==> src/rtl/arb_pkg.sv <==
// Shared types and helpers for the unified-memory port arbiter.
// Grant encoding: owner 0 = CPU datapath, 1 = debug/program loader.
package arb_pkg;

  typedef enum logic [1:0] {
    IDLE  = 2'd0,
    ISSUE = 2'd1,
    WAIT  = 2'd2,
    RESP  = 2'd3
  } arb_state_t;

  localparam logic OWN_CPU = 1'b0;
  localparam logic OWN_LDR = 1'b1;

  // Round-robin pick: a lone requester always wins; on contention the side
  // that did not hold the last grant goes next.
  function automatic logic pick_owner(input logic cpu_req,
                                      input logic ldr_req,
                                      input logic last_owner);
    logic pick;
    pick = OWN_CPU;
    if (cpu_req && ldr_req) begin
      pick = ~last_owner;
    end else if (ldr_req) begin
      pick = OWN_LDR;
    end
    return pick;
  endfunction

endpackage

==> src/rtl/lat_counter.sv <==
// Loadable 4-bit down-counter that times the memory read latency.
// 'last' flags the final wait cycle (count == 1).
module lat_counter (
  input  logic       clk,
  input  logic       rst,
  input  logic       load,
  input  logic       dec,
  input  logic [3:0] value,
  output logic       last
);

  logic [3:0] count;

  // Load wins over decrement; the count saturates at zero.
  always_ff @(posedge clk or posedge rst) begin
    if (rst) begin
      count <= 4'd0;
    end else if (load) begin
      count <= value;
    end else if (dec && (count != 4'd0)) begin
      count <= count - 4'd1;
    end
  end

  assign last = (count == 4'd1);

endmodule

==> src/rtl/mem_port_arbiter.sv <==
// Arbitrates the multicycle CPU's unified memory between the datapath and the
// loader port; one access in flight, IDLE->ISSUE->WAIT(LAT)->RESP. LAT: 1..15.
module mem_port_arbiter
  import arb_pkg::*;
#(
  parameter int AW  = 32,
  parameter int DW  = 32,
  parameter int LAT = 2
) (
  input  logic          clk,
  input  logic          rst,
  input  logic          cpu_req,
  input  logic          cpu_we,
  input  logic [AW-1:0] cpu_addr,
  input  logic [DW-1:0] cpu_wdata,
  output logic [DW-1:0] cpu_rdata,
  output logic          cpu_ack,
  output logic          cpu_stall,
  input  logic          ldr_req,
  input  logic          ldr_we,
  input  logic [AW-1:0] ldr_addr,
  input  logic [DW-1:0] ldr_wdata,
  output logic [DW-1:0] ldr_rdata,
  output logic          ldr_ack,
  output logic          mem_en,
  output logic          mem_we,
  output logic [AW-1:0] mem_addr,
  output logic [DW-1:0] mem_wdata,
  input  logic [DW-1:0] mem_rdata,
  output logic          owner
);

  localparam logic [3:0] LAT_VAL = 4'(LAT);

  arb_state_t state;
  logic       gnt_we;
  logic       cnt_last;
  logic       next_owner;
  logic       cnt_load;
  logic       cnt_dec;

  assign next_owner = pick_owner(cpu_req, ldr_req, owner);
  assign cnt_load   = (state == ISSUE);
  assign cnt_dec    = (state == WAIT);

  lat_counter u_lat (
    .clk   (clk),
    .rst   (rst),
    .load  (cnt_load),
    .dec   (cnt_dec),
    .value (LAT_VAL),
    .last  (cnt_last)
  );

  // Strobes and acks are registered on the transition into the state they
  // belong to, so they are high for exactly that state's cycle.
  always_ff @(posedge clk or posedge rst) begin
    if (rst) begin
      state     <= IDLE;
      owner     <= OWN_LDR;
      gnt_we    <= 1'b0;
      mem_en    <= 1'b0;
      mem_we    <= 1'b0;
      mem_addr  <= '0;
      mem_wdata <= '0;
      cpu_rdata <= '0;
      ldr_rdata <= '0;
      cpu_ack   <= 1'b0;
      ldr_ack   <= 1'b0;
    end else begin
      case (state)
        IDLE: begin
          if (cpu_req || ldr_req) begin
            owner  <= next_owner;
            mem_en <= 1'b1;
            state  <= ISSUE;
            if (next_owner == OWN_LDR) begin
              gnt_we    <= ldr_we;
              mem_we    <= ldr_we;
              mem_addr  <= ldr_addr;
              mem_wdata <= ldr_wdata;
            end else begin
              gnt_we    <= cpu_we;
              mem_we    <= cpu_we;
              mem_addr  <= cpu_addr;
              mem_wdata <= cpu_wdata;
            end
          end
        end
        ISSUE: begin
          mem_en <= 1'b0;
          mem_we <= 1'b0;
          state  <= WAIT;
        end
        WAIT: begin
          // Memory data lands on the last wait cycle; writes leave rdata alone.
          if (cnt_last) begin
            if (owner == OWN_LDR) begin
              ldr_ack <= 1'b1;
              if (!gnt_we) ldr_rdata <= mem_rdata;
            end else begin
              cpu_ack <= 1'b1;
              if (!gnt_we) cpu_rdata <= mem_rdata;
            end
            state <= RESP;
          end
        end
        RESP: begin
          cpu_ack <= 1'b0;
          ldr_ack <= 1'b0;
          state   <= IDLE;
        end
        default: state <= IDLE;
      endcase
    end
  end

  assign cpu_stall = cpu_req & ~cpu_ack;

endmodule

==> config.mk <==
export PLATFORM = sky130hd
export DESIGN_NAME = mem_port_arbiter
export DESIGN_NICKNAME = d
export VERILOG_FILES = /design/src/rtl/arb_pkg.sv /design/src/rtl/lat_counter.sv /design/src/rtl/mem_port_arbiter.sv
export SDC_FILE = /design/constraint.sdc
export NUM_CORES = 1
export LEC_CHECK = 0
export CELL_PAD_IN_SITES_DETAIL_PLACEMENT = 0
export CELL_PAD_IN_SITES_GLOBAL_PLACEMENT = 1
export CORE_ASPECT_RATIO = 1.2
export CORE_MARGIN = 2
export CORE_UTILIZATION = 30
export DETAILED_ROUTE_END_ITERATION = 8
export GPL_ROUTABILITY_DRIVEN = 0
export PLACE_DENSITY_LB_ADDON = 0.1
export SLEW_MARGIN = 20
export SYNTH_ARGS = -nofsm -noshare
export SYNTH_HDL_FRONTEND = slang
export SYNTH_SLANG_ARGS = --single-unit
==> constraint.sdc <==
create_clock -name clk -period 6.9 [get_ports clk]
set_clock_uncertainty 0.15 [all_clocks]
set_input_delay 1.38 -clock clk [delete_from_list [all_inputs] [get_ports clk]]
set_output_delay 1.38 -clock clk [all_outputs]
set_load 0.005 [all_outputs]
Yosys cells after proc, flatten, opt, wreduce, memory -nomap -nowiden
Cells that the tools add are included.
{ "classes": {"n_reduce_logical": 15, "bitwise_logic": 4, "addsub": 1, "eq_ne": 8, "n_mux": 20} }
{ "op_table": {"columns": ["op", "count"], "rows": [
  ["two-way mux 32 bit", 2],
  ["two-way mux 1 bit", 9],
  ["two-way mux 4 bit", 2],
  ["!= test 2 bit (second input constant)", 4],
  ["case mux 1 bit (2 select lines)", 4],
  ["case mux 2 bit (4 select lines)", 1],
  ["AND reduction 4 bit", 2],
  ["AND reduction 2 bit", 3],
  ["AND reduction 3 bit", 2],
  ["nonzero test 2 bit", 3],
  ["equality test 2 bit (second input constant)", 2],
  ["equality test 4 x 1 -> 1 bit (second input constant)", 1],
  ["two-way mux 2 bit", 2],
  ["nonzero test 4 bit", 1],
  ["subtractor 4 x 1 -> 4 bit (second input constant)", 1],
  ["NOT 1 bit", 3],
  ["equality test 2 x 1 -> 1 bit (second input constant)", 1],
  ["logical AND 1 bit", 2],
  ["zero test 2 bit", 1],
  ["bitwise AND 1 bit", 1],
  ["logical OR 1 bit", 1]
]} }
{ "word_totals": {"output_inout_bits": 134, "word_cells": 60, "in_bits": 166, "reg_bits": 140} }

Depth between registers and ports, before layout
Gate-level depths: netlist of the first run.
{ "logic_depth": {"depth_word": 5, "depth_mapped": 7, "depth_no_buf": 5} }

Cells and area by module
From an unflattened synthesis of the first run, not the netlist that was laid out.
{ "hier_totals": {"hier_cells": 565, "area_unflattened_um2": 6244.7} }
{ "modules_own_cells": {"columns": ["mod", "seq_area_each_um2", "instances", "cells_each", "area_per_inst_um2"], "rows": [
  ["mem_port_arbiter", 3404.5, 1, 535, 5958.2],
  ["lat_counter", 100.1, 1, 30, 286.5]
]} }

Worst setup path before layout of the first run
Ideal clock, no wire load.
{ "synth_path": {"path_kind": "input -> output", "startpoint": "input cpu_req", "endpoint": "output cpu_stall", "t_required_ns": 5.370, "stages": 1, "slack_ns": 3.859, "n_path_buf": 0, "arrival_time_ns": 1.511, "cell_sequence": "nor2b_1"} }
{ "synth_via": {"elab_chain_cells": 1} }
{ "synth_lines": {"columns": ["item", "line_no", "rtl"], "rows": [
  ["start: declaration", "mem_port_arbiter.sv:12", "input logic cpu_req,"],
  ["bitwise AND 1 bit", "mem_port_arbiter.sv:118", "assign cpu_stall = cpu_req & ~cpu_ack;"],
  ["end: declaration", "mem_port_arbiter.sv:18", "output logic cpu_stall,"]
]} }
No other way between the ends.

Worst setup path after layout of the first run
Same ends and word-level chain as after synthesis.

==> results of run 1 <==
==> Yosys cell counts, drive strengths merged (2+ instances only) <==
master | instances | area, sq um
dfrtp | 139 | 3480
a21oi | 131 | 656
nor2 | 73 | 274
mux2 | 66 | 856
nand2 | 66 | 248
clkbuf | 25 | 93.8
buf | 13 | 113
ha | 8 | 100
inv | 8 | 30.0
nor2b | 3 | 18.8
o21ai | 3 | 15.0
a21boi | 2 | 15.0
a41o | 2 | 20.0
mux2i | 2 | 20.0
nand3 | 2 | 10.0
or4b | 2 | 23.8
==> routing by layer <==
layer | vias to the layer above | track usage | part of all wire
met4 | 0 | 0.0608 | 0.018
li1 | 2481 | - | -
met5 | - | 0 | 0
met3 | 27 | 0.0694 | 0.089
met2 | 219 | 0.307 | 0.49
met1 | 2552 | 0.218 | 0.41
==> power by group through the flow <==
stage	logic [W]	registers, W	clock network, W
floorplan	0.000743	0.00143	0
global placement	0.00178	0.00141	0
detailed placement	0.00181	0.00143	0
CTS	0.00181	0.00142	0.00102
global route	0.00195	0.00147	0.00106
finish	0.00178	0.00142	0.000983
==> critical path, delay by kind of cell <==
kind	cells	cell delay, ps
buf+inv	2	1250
simple gates	1	250
==> worst max-delay path by stage <==
stage / startpoint / to / slack, ps / cells after the start
floorplan: rst / cpu_ack / 1620 / 1
global placement: cpu_req / cpu_stall / 2440 / 3
detailed placement: cpu_req / cpu_stall / 2460 / 3
CTS: cpu_req / cpu_stall / 2470 / 3
global route: cpu_req / cpu_stall / 2410 / 3
finish: cpu_req / cpu_stall / 2490 / 3
==> stage by stage <==
stage	instances	instance area [sq um]	hold slack, ps	util
2_1_floorplan	560	6110	325	-
3_3_place_gp	1092	9310	338	0.463
3_5_place_dp	1092	9310	342	0.463
4_1_cts	1124	9940	359	0.494
5_1_grt	1124	9940	363	0.494
6_report	1124	9940	356	0.494
==> flip-flops by register name (all words and copies together), names as in the netlist, 2 cells and up <==
| register | flops |
|---|---|
| cpu_rdata | 32 |
| state | 2 |
| u_lat.count | 4 |
| mem_wdata | 32 |
| mem_addr | 32 |
| ldr_rdata | 32 |
==> cells by family (layout without fill, tap and decap cells) <==
family | count (synthesis) | in the layout | synth area share
buffers and inverters | 46 | 345 | 0.0387
adder cells (fa/ha/maj) | 8 | 8 | 0.0164
AND/OR/NAND/NOR | 151 | 151 | 0.101
multiplexers | 68 | 68 | 0.143
AO/OA/AOI/OAI | 147 | 147 | 0.128
flip-flops | 140 | 140 | 0.573
==> layout make-up <==
class / count / area share
tap: 265 / 0.0334
clock buffer: 19 / 0.0456
multi-input combinational: 374 / 0.242
sequential: 140 / 0.353
inverter: 8 / 0.00352
timing repair buffer: 305 / 0.306
clock inverter: 13 / 0.0179
==> impl_metrics.csv, run 1 <==
group,metric,value,unit
yosys,yosysSeqAreaShare,0.573,
detailed_routing,firstDrtPassIters,4,
grt,grt_pass1_wl,30.8,mm
yosys,syn-cell-area,6110,sq um
run,drv_cap,0,
critical_path,rr_startpoint,"u_lat.count[1]",
placement,port-buffer-count,299,
grt,grt_max_degree,95,
sta,period_share,0.640,
final_layout,final_layout_size_suffix_gt1_frac,0.134,
critical_path,start_kind,"input pin",
critical_path,worstPathMaxFanout,7,
grt,antenna_found_initial,0,
floorplanning,core_area,20100,sq um
critical_path,worstSetupPathType,"in2out",
yosys,avgSynthCellArea,10.9,sq um
critical_path,worstPathRequired,5370,ps
pwr,p_leak,4.34,nW
clock_network,cts_root_buf,"clkbuf_16",
hold_path,worstHoldEndpoint,"ldr_rdata[5]",
floorplanning,row_count,57,
final_layout,antenna_cells,0,
clock_network,cts_hold_buffers,0,
clock_network,cts_buffers,17,
pwr,comb_power_share,0.425,
critical_path,crit_slowest_cell,"clkdlybuf4s50_1",
sta,tightest_slew,869,ps
yosys,async_flop_share,1.00,
yosys,synthFlopType,"dfrtp_1",
pwr,power_density,420,nW/um^2
floorplanning,die_area,21500,sq um
grt,grt.overflow.total,0,
clock_network,insertion_delay,420,ps
sta,rsz0062_at_grt,"false",
pwr,p_total,0.00418,W
sta,fmax,227,MHz
floorplanning,die_w,134,microns
floorplanning,die_h,160,microns
sta,hold_viol_final,0,
detailed_routing,vias_per_cell,4.70,
pwr,p_int,0.00287,W
placement,place_hpwl,13.7,mm
critical_path,ff2ff_setup_slack,4310,ps
clock_network,clkTransAtPathRegs,60,ps
floorplanning,start_util,0.304,
sta,relSlewSlack,0.421,
clock_network,clockBufferDepth,2,
yosys,syn_inst,560,
hold_path,worst_hold_path.num_cells,1,
clock_network,cts_tree,"built",
final_layout,nets,1020,
pwr,vdd_drop_max,0.000183,V
grt,grt_pass1_vias,5451,
sta,final_max_slew_viol_count,0,
sta,setup_ws,2490,ps
critical_path,cp-end-kind,"primary output",
yosys,ys_types,38,
sta,setup_viol,0,
pwr,switching_share,0.313,
clock_network,cts.sinks,140,
hold_path,min_from,"ldr_rdata[5]",
floorplanning,ios,300,
final_layout,final_common_cell,"clkdlybuf4s50_1",
critical_path,r2r-end,"cpu_rdata[7]",
status,status,"completed",
detailed_routing,vias,5279,
clock_network,postCtsSetupBuffers,0,
final_layout,mostFrequentLayoutCells,"clkdlybuf4s50_1, dfrtp_1, a21oi_1, nor2_1, nand2_1",
placement,dp_slack,2460,ps
detailed_routing,drt_wl_total,19.5,mm
final_layout,syn2layout_area_growth,62.6,%
pwr,power_frac_clock,0.235,
sta,fin_setup_tns,0,ps
detailed_routing,detail-route-antenna-nets,0,
clock_network,htreeDepth,4,
critical_path,crit_top_cell,"clkdlybuf4s50_1",
final_layout,n_fill_cell,1833,
detailed_routing,drc_errors,0,
pwr,seqPwrFrac,0.340,
grt,grtUsageTotal,0.184,
yosys,synth_enable_flop_cells,0,
critical_path,path_cells,"clkdlybuf4s50_1 -> nor2b_1 -> clkdlybuf4s50_1",
final_layout,seqCellArea,3500,sq um
sta,finalCriticalPeriod,4410,ps
yosys,synth-seq-cells,140,
pwr,power.switching,0.00131,W
detailed_routing,wire_per_inst,17.4,microns
clock_network,cts.repair.resized,0,
critical_path,slowest_delay,710,ps
yosys,synthesis.nets,734,
yosys,yosys_warnings,0,
critical_path,worst-r2r-cell-count,5,
detailed_routing,drt-initial-drc-count,201,
final_layout,multi_input_area,2400,sq um
hold_path,hp-class,"reg2reg",
critical_path,worstPathArrival,2880,ps
Power figures use the tool's default switching activity.
==> run 2, diff against run 1 <==
--- a/config.mk
+++ b/config.mk
@@ -9,7 +9,7 @@
 export CELL_PAD_IN_SITES_GLOBAL_PLACEMENT = 1
 export CORE_ASPECT_RATIO = 1.2
 export CORE_MARGIN = 2
-export CORE_UTILIZATION = 30
+export CORE_UTILIZATION = 27
 export DETAILED_ROUTE_END_ITERATION = 8
 export GPL_ROUTABILITY_DRIVEN = 0
 export PLACE_DENSITY_LB_ADDON = 0.1
==> constraint.sdc (replaced) <==
create_clock -name clk -period 4 [get_ports clk]
set_clock_uncertainty 0.15 [all_clocks]
set_input_delay 0.8 -clock clk [delete_from_list [all_inputs] [get_ports clk]]
set_output_delay 0.8 -clock clk [all_outputs]
set_load 0.005 [all_outputs]
==> impl_metrics.csv, run 2 (synthesized netlist as in run 1, its figures left out) <==
group,metric,value,unit
detailed_routing,detail-route-antenna-nets,0,
critical_path,cp-startpoint,"cpu_req",
clock_network,cts.repair.resized,0,
placement,place_hpwl,13.7,mm
sta,period_share,0.807,
clock_network,cts_tree,"built",
final_layout,nets,1022,
clock_network,htreeDepth,4,
pwr,vdd_drop_max,0.000276,V
critical_path,worstSetupPathType,"in2out",
run,drv_cap,0,
sta,finalCriticalPeriod,3230,ps
critical_path,crit_slowest_cell,"clkdlybuf4s50_1",
clock_network,clkTransAtPathRegs,70,ps
critical_path,ff2ff_setup_slack,1410,ps
critical_path,crit_path_end,"cpu_stall",
final_layout,n_fill_cell,2070,
critical_path,worstPathMaxFanout,7,
sta,tightest_slew,847,ps
final_layout,syn2layout_area_growth,63.3,%
detailed_routing,vias,5320,
sta,setup_ws,772,ps
floorplanning,die_w,141,microns
floorplanning,core_area,22300,sq um
critical_path,rr_startpoint,"u_lat.count[1]",
final_layout,final_layout_size_suffix_gt1_frac,0.136,
detailed_routing,wire_per_inst,17.4,microns
floorplanning,die_area,23900,sq um
critical_path,worst-r2r-cell-count,5,
critical_path,cp_top_family,"buffers and inverters",
floorplanning,row_count,60,
floorplanning,ios,300,
hold_path,hp-class,"reg2reg",
status,status,"completed",
sta,relSlewSlack,0.436,
detailed_routing,firstDrtPassIters,6,
grt,grt_use_met2,0.266,
critical_path,crit_top_cell,"clkdlybuf4s50_1",
floorplanning,die_h,169,microns
critical_path,r2r-end,"cpu_rdata[6]",
detailed_routing,drt_wl_total,19.9,mm
detailed_routing,vias_per_cell,4.66,
critical_path,worst-path-stages,3,
grt,grt_pass1_vias,5681,
critical_path,path_cells,"clkdlybuf4s50_1 -> nor2b_1 -> clkdlybuf4s50_1",
clock_network,cts.sinks,140,
sta,hold_viol_final,0,
grt,busiest_layer,"met2",
critical_path,worstPathRequired,3050,ps
pwr,p_leak,4.34,nW
detailed_routing,drc_errors,0,
clock_network,postCtsSetupBuffers,0,
critical_path,cp-end-kind,"primary output",
grt,grt_pass1_wl,31.3,mm
floorplanning,start_util,0.274,
grt,grt_max_degree,68,
clock_network,cts_root_buf,"clkbuf_16",
critical_path,critical_path_buf_inv_count,2,
grt,antenna_found_initial,1,
sta,fin_setup_tns,0,ps
sta,setup_viol,0,
placement,dp_slack,740,ps
sta,fmax,310,MHz
grt,grt.overflow.total,0,
grt,met1_usage,0.204,
grt,grtUsageTotal,0.167,
clock_network,insertion_delay,410,ps
grt,grtUsageMet3,0.0668,
final_layout,final_common_cell,"clkdlybuf4s50_1",
critical_path,slowest_delay,690,ps
pwr,power_density,713,nW/um^2
final_layout,mostFrequentLayoutCells,"clkdlybuf4s50_1, dfrtp_1, a21oi_1, nor2_1, nand2_1",
detailed_routing,drt-initial-drc-count,145,
placement,port-buffer-count,299,
sta,rsz0062_at_grt,"false",
clock_network,clockBufferDepth,2,
clock_network,cts_buffers,17,
sta,final_max_slew_viol_count,0,
critical_path,worstPathArrival,2280,ps
critical_path,start_kind,"input pin",
clock_network,cts_hold_buffers,0,
==> run 2: per-stage QoR <==
step | instance area [sq um] | std cells | hold WS (ps) | total power, W | utilization
floorplan | 6120 | 560 | 325 | 0.00376 | -
finish | 9980 | 1141 | 355 | 0.00712 | 0.448
global route | 9980 | 1141 | 374 | 0.00762 | 0.448
global placement | 9390 | 1107 | 339 | 0.00554 | 0.421
CTS | 9960 | 1139 | 360 | 0.00724 | 0.447
detailed placement | 9390 | 1107 | 345 | 0.00562 | 0.421
==> run 2: power breakdown <==
group	switching (W)	total, W	internal [W]
sequential	0.000386	0.00246	0.00207
clock	0.000683	0.00156	0.000880
combinational	0.00123	0.00310	0.00187
total	0.00230	0.00712	0.00482
==> run 2: area by class of cell <==
type	instances	area [sq um]	area share
inverters	8	33.8	0.00338
clock inverters	15	150	0.0150
flip-flops and latches	140	3500	0.351
multi-input cells	374	2400	0.241
clock buffers	17	425	0.0426
well taps	279	349	0.0350
repair buffers	307	3120	0.312
diodes	1	2.50	0.000251
==> run 2: layer usage <==
metal  wire [microns]  vias to the layer above
met2             9220                      220
met1             8440                     2594
met5                0                        -
met4              370                        0
met3             1820                       19
li1                 -                     2487
==> run 2: worst min-delay path by stage <==
stage,from,end,slack [ps],depth (start not counted)
2_1_floorplan,gnt_we,gnt_we,320,2
5_1_grt,ldr_rdata[30],ldr_rdata[30],370,1
3_3_place_gp,cpu_rdata[9],cpu_rdata[9],340,1
3_5_place_dp,cpu_rdata[11],cpu_rdata[11],340,1
6_report,ldr_rdata[25],ldr_rdata[25],360,1
4_1_cts,ldr_rdata[17],ldr_rdata[17],360,1
==> run 3, diff against run 2 <==
--- a/config.mk
+++ b/config.mk
@@ -9,7 +9,7 @@
 export CELL_PAD_IN_SITES_GLOBAL_PLACEMENT = 1
 export CORE_ASPECT_RATIO = 1.2
 export CORE_MARGIN = 2
-export CORE_UTILIZATION = 27
+export CORE_UTILIZATION = 30
 export DETAILED_ROUTE_END_ITERATION = 8
 export GPL_ROUTABILITY_DRIVEN = 0
 export PLACE_DENSITY_LB_ADDON = 0.1
==> constraint.sdc (replaced) <==
create_clock -name clk -period 3.1 [get_ports clk]
set_clock_uncertainty 0.15 [all_clocks]
set_input_delay 0.62 -clock clk [delete_from_list [all_inputs] [get_ports clk]]
set_output_delay 0.62 -clock clk [all_outputs]
set_load 0.005 [all_outputs]
==> impl_metrics.csv, run 3 (synthesized netlist as in run 1, its figures left out) <==
group,metric,value,unit
sta,fin_setup_tns,0,ps
critical_path,start_kind,"input pin",
hold_path,hp-class,"reg2reg",
floorplanning,ios,300,
detailed_routing,vias,5362,
detailed_routing,vias_per_cell,4.74,
clock_network,insertion_delay,420,ps
clock_network,clkTransAtPathRegs,60,ps
floorplanning,die_area,21500,sq um
sta,finalCriticalPeriod,2660,ps
grt,grt_pass1_wl,30.8,mm
placement,port-buffer-count,299,
pwr,power_density,914,nW/um^2
final_layout,final_layout_size_suffix_gt1_frac,0.141,
detailed_routing,firstDrtPassIters,4,
placement,postPlaceCellArea,9400,sq um
clock_network,clockBufferDepth,2,
sta,setup_viol,0,
clock_network,cts_tree,"built",
grt,grtUsageTotal,0.184,
grt,antenna_found_initial,1,
floorplanning,row_count,57,
placement,placed_cells,1099,
final_layout,mostFrequentLayoutCells,"clkdlybuf4s50_1, dfrtp_1, a21oi_1, nor2_1, nand2_1",
clock_network,cts.sinks,140,
detailed_routing,drt-initial-drc-count,184,
final_layout,stdcell_count,1132,
final_layout,syn2layout_area_growth,63.0,%
final_layout,nets,1027,
sta,rsz0062_at_grt,"false",
pwr,p_leak,4.34,nW
grt,grt_pass1_vias,5574,
final_layout,final_core_util,0.496,
final_layout,final_common_cell,"clkdlybuf4s50_1",
critical_path,worstPathArrival,1890,ps
sta,hold_viol_final,0,
clock_network,cts_hold_buffers,0,
status,status,"completed",
floorplanning,die_w,134,microns
clock_network,htreeDepth,4,
detailed_routing,detail-route-antenna-nets,0,
clock_network,cts_buffers,17,
critical_path,crit_top_cell,"clkdlybuf4s50_1",
placement,place_hpwl,13.9,mm
sta,tightest_slew,650,ps
grt,grt_max_degree,79,
pwr,vdd_drop_max,0.000401,V
sta,fmax,376,MHz
clock_network,postCtsSetupBuffers,0,
detailed_routing,wire_per_inst,17.5,microns
critical_path,slowest_delay,540,ps
floorplanning,start_util,0.304,
grt,grt.overflow.total,0,
sta,relSlewSlack,0.567,
critical_path,path_cells,"clkdlybuf4s50_1 -> nor2b_1 -> clkdlybuf4s50_1",
final_layout,fin_area,9970,sq um
critical_path,cp-end-kind,"primary output",
critical_path,worstSetupPathType,"in2out",
detailed_routing,drc_errors,0,
clock_network,cts_root_buf,"clkbuf_16",
critical_path,crit_slowest_cell,"clkdlybuf4s50_1",
detailed_routing,drt_wl_total,19.8,mm
floorplanning,die_h,160,microns
floorplanning,core_area,20100,sq um
clock_network,cts.repair.resized,0,
run,drv_cap,0,
sta,period_share,0.859,
critical_path,worstPathRequired,2330,ps
pwr,p_total,0.00911,W
sta,final_max_slew_viol_count,0,
critical_path,worstPathMaxFanout,2,
==> run 3: cell count changes in the layout (fill, tap and decap cells not counted), sizes merged <==
cell,change
clkbuf,+1
bufinv,-1
clkinv,-1
buf,+5
clkinvlp,+2
inv,-1
==> run 3: cell type report <==
cell class / instances / area (sq um)
antenna: 1 / 2.50
clock buffer: 18 / 439
clock inverter: 14 / 125
fill: 1854 / 10100
inverter: 8 / 33.8
multi-input combinational: 374 / 2400
sequential: 140 / 3500
tap: 265 / 332
timing repair buffer: 312 / 3130
==> run 3: per-stage QoR <==
| step | hold slack, ps | worst slack (ps) |
|---|---|---|
| after floorplan | 325 | 582 |
| after global placement | 338 | 388 |
| after detailed placement | 344 | 414 |
| after CTS | 360 | 414 |
| after global routing | 367 | 389 |
| final | 356 | 437 |
==> run 3: metal layers <==
| metal | vias to the layer above | global-route usage | wire length [microns] |
|---|---|---|---|
| li1 | 2499 | - | - |
| met1 | 2614 | 0.219 | 7870 |
| met2 | 219 | 0.305 | 9800 |
| met3 | 30 | 0.0691 | 1700 |
| met4 | 0 | 0.0660 | 451 |
| met5 | - | 0 | 0 |
==> run 3: critical path, delay by kind of cell <==
| family | cells | cell delay [ps] |
|---|---|---|
| and+or+nand+nor | 1 | 200 |
| buffers and inverters | 2 | 1070 |
==> run 3: path summary, 6_finish.rpt <==
| path | from | endpoint | slack, ps | cells past startpoint |
|---|---|---|---|---|
| max | cpu_req | cpu_stall | 440 | 3 |
| min | ldr_rdata[17] | ldr_rdata[17] | 360 | 1 |
| max reg2reg | u_lat.count[1] | cpu_rdata[24] | 530 | 5 |
| min reg2reg | ldr_rdata[17] | ldr_rdata[17] | 360 | 1 |
| max in group asynchronous | rst | owner | 1880 | 3 |
| min in group asynchronous | rst | mem_addr[20] | 540 | 3 |
==> run 3: where the power goes <==
| group | switching, W | internal [W] | total [W] | leakage (nW) |
|---|---|---|---|---|
| registers | 0.000493 | 0.00267 | 0.00317 | 1.66 |
| logic | 0.00157 | 0.00242 | 0.00398 | 2.42 |
| clock network | 0.000885 | 0.00107 | 0.00196 | 0.266 |
| total | 0.00294 | 0.00616 | 0.00911 | 4.34 |
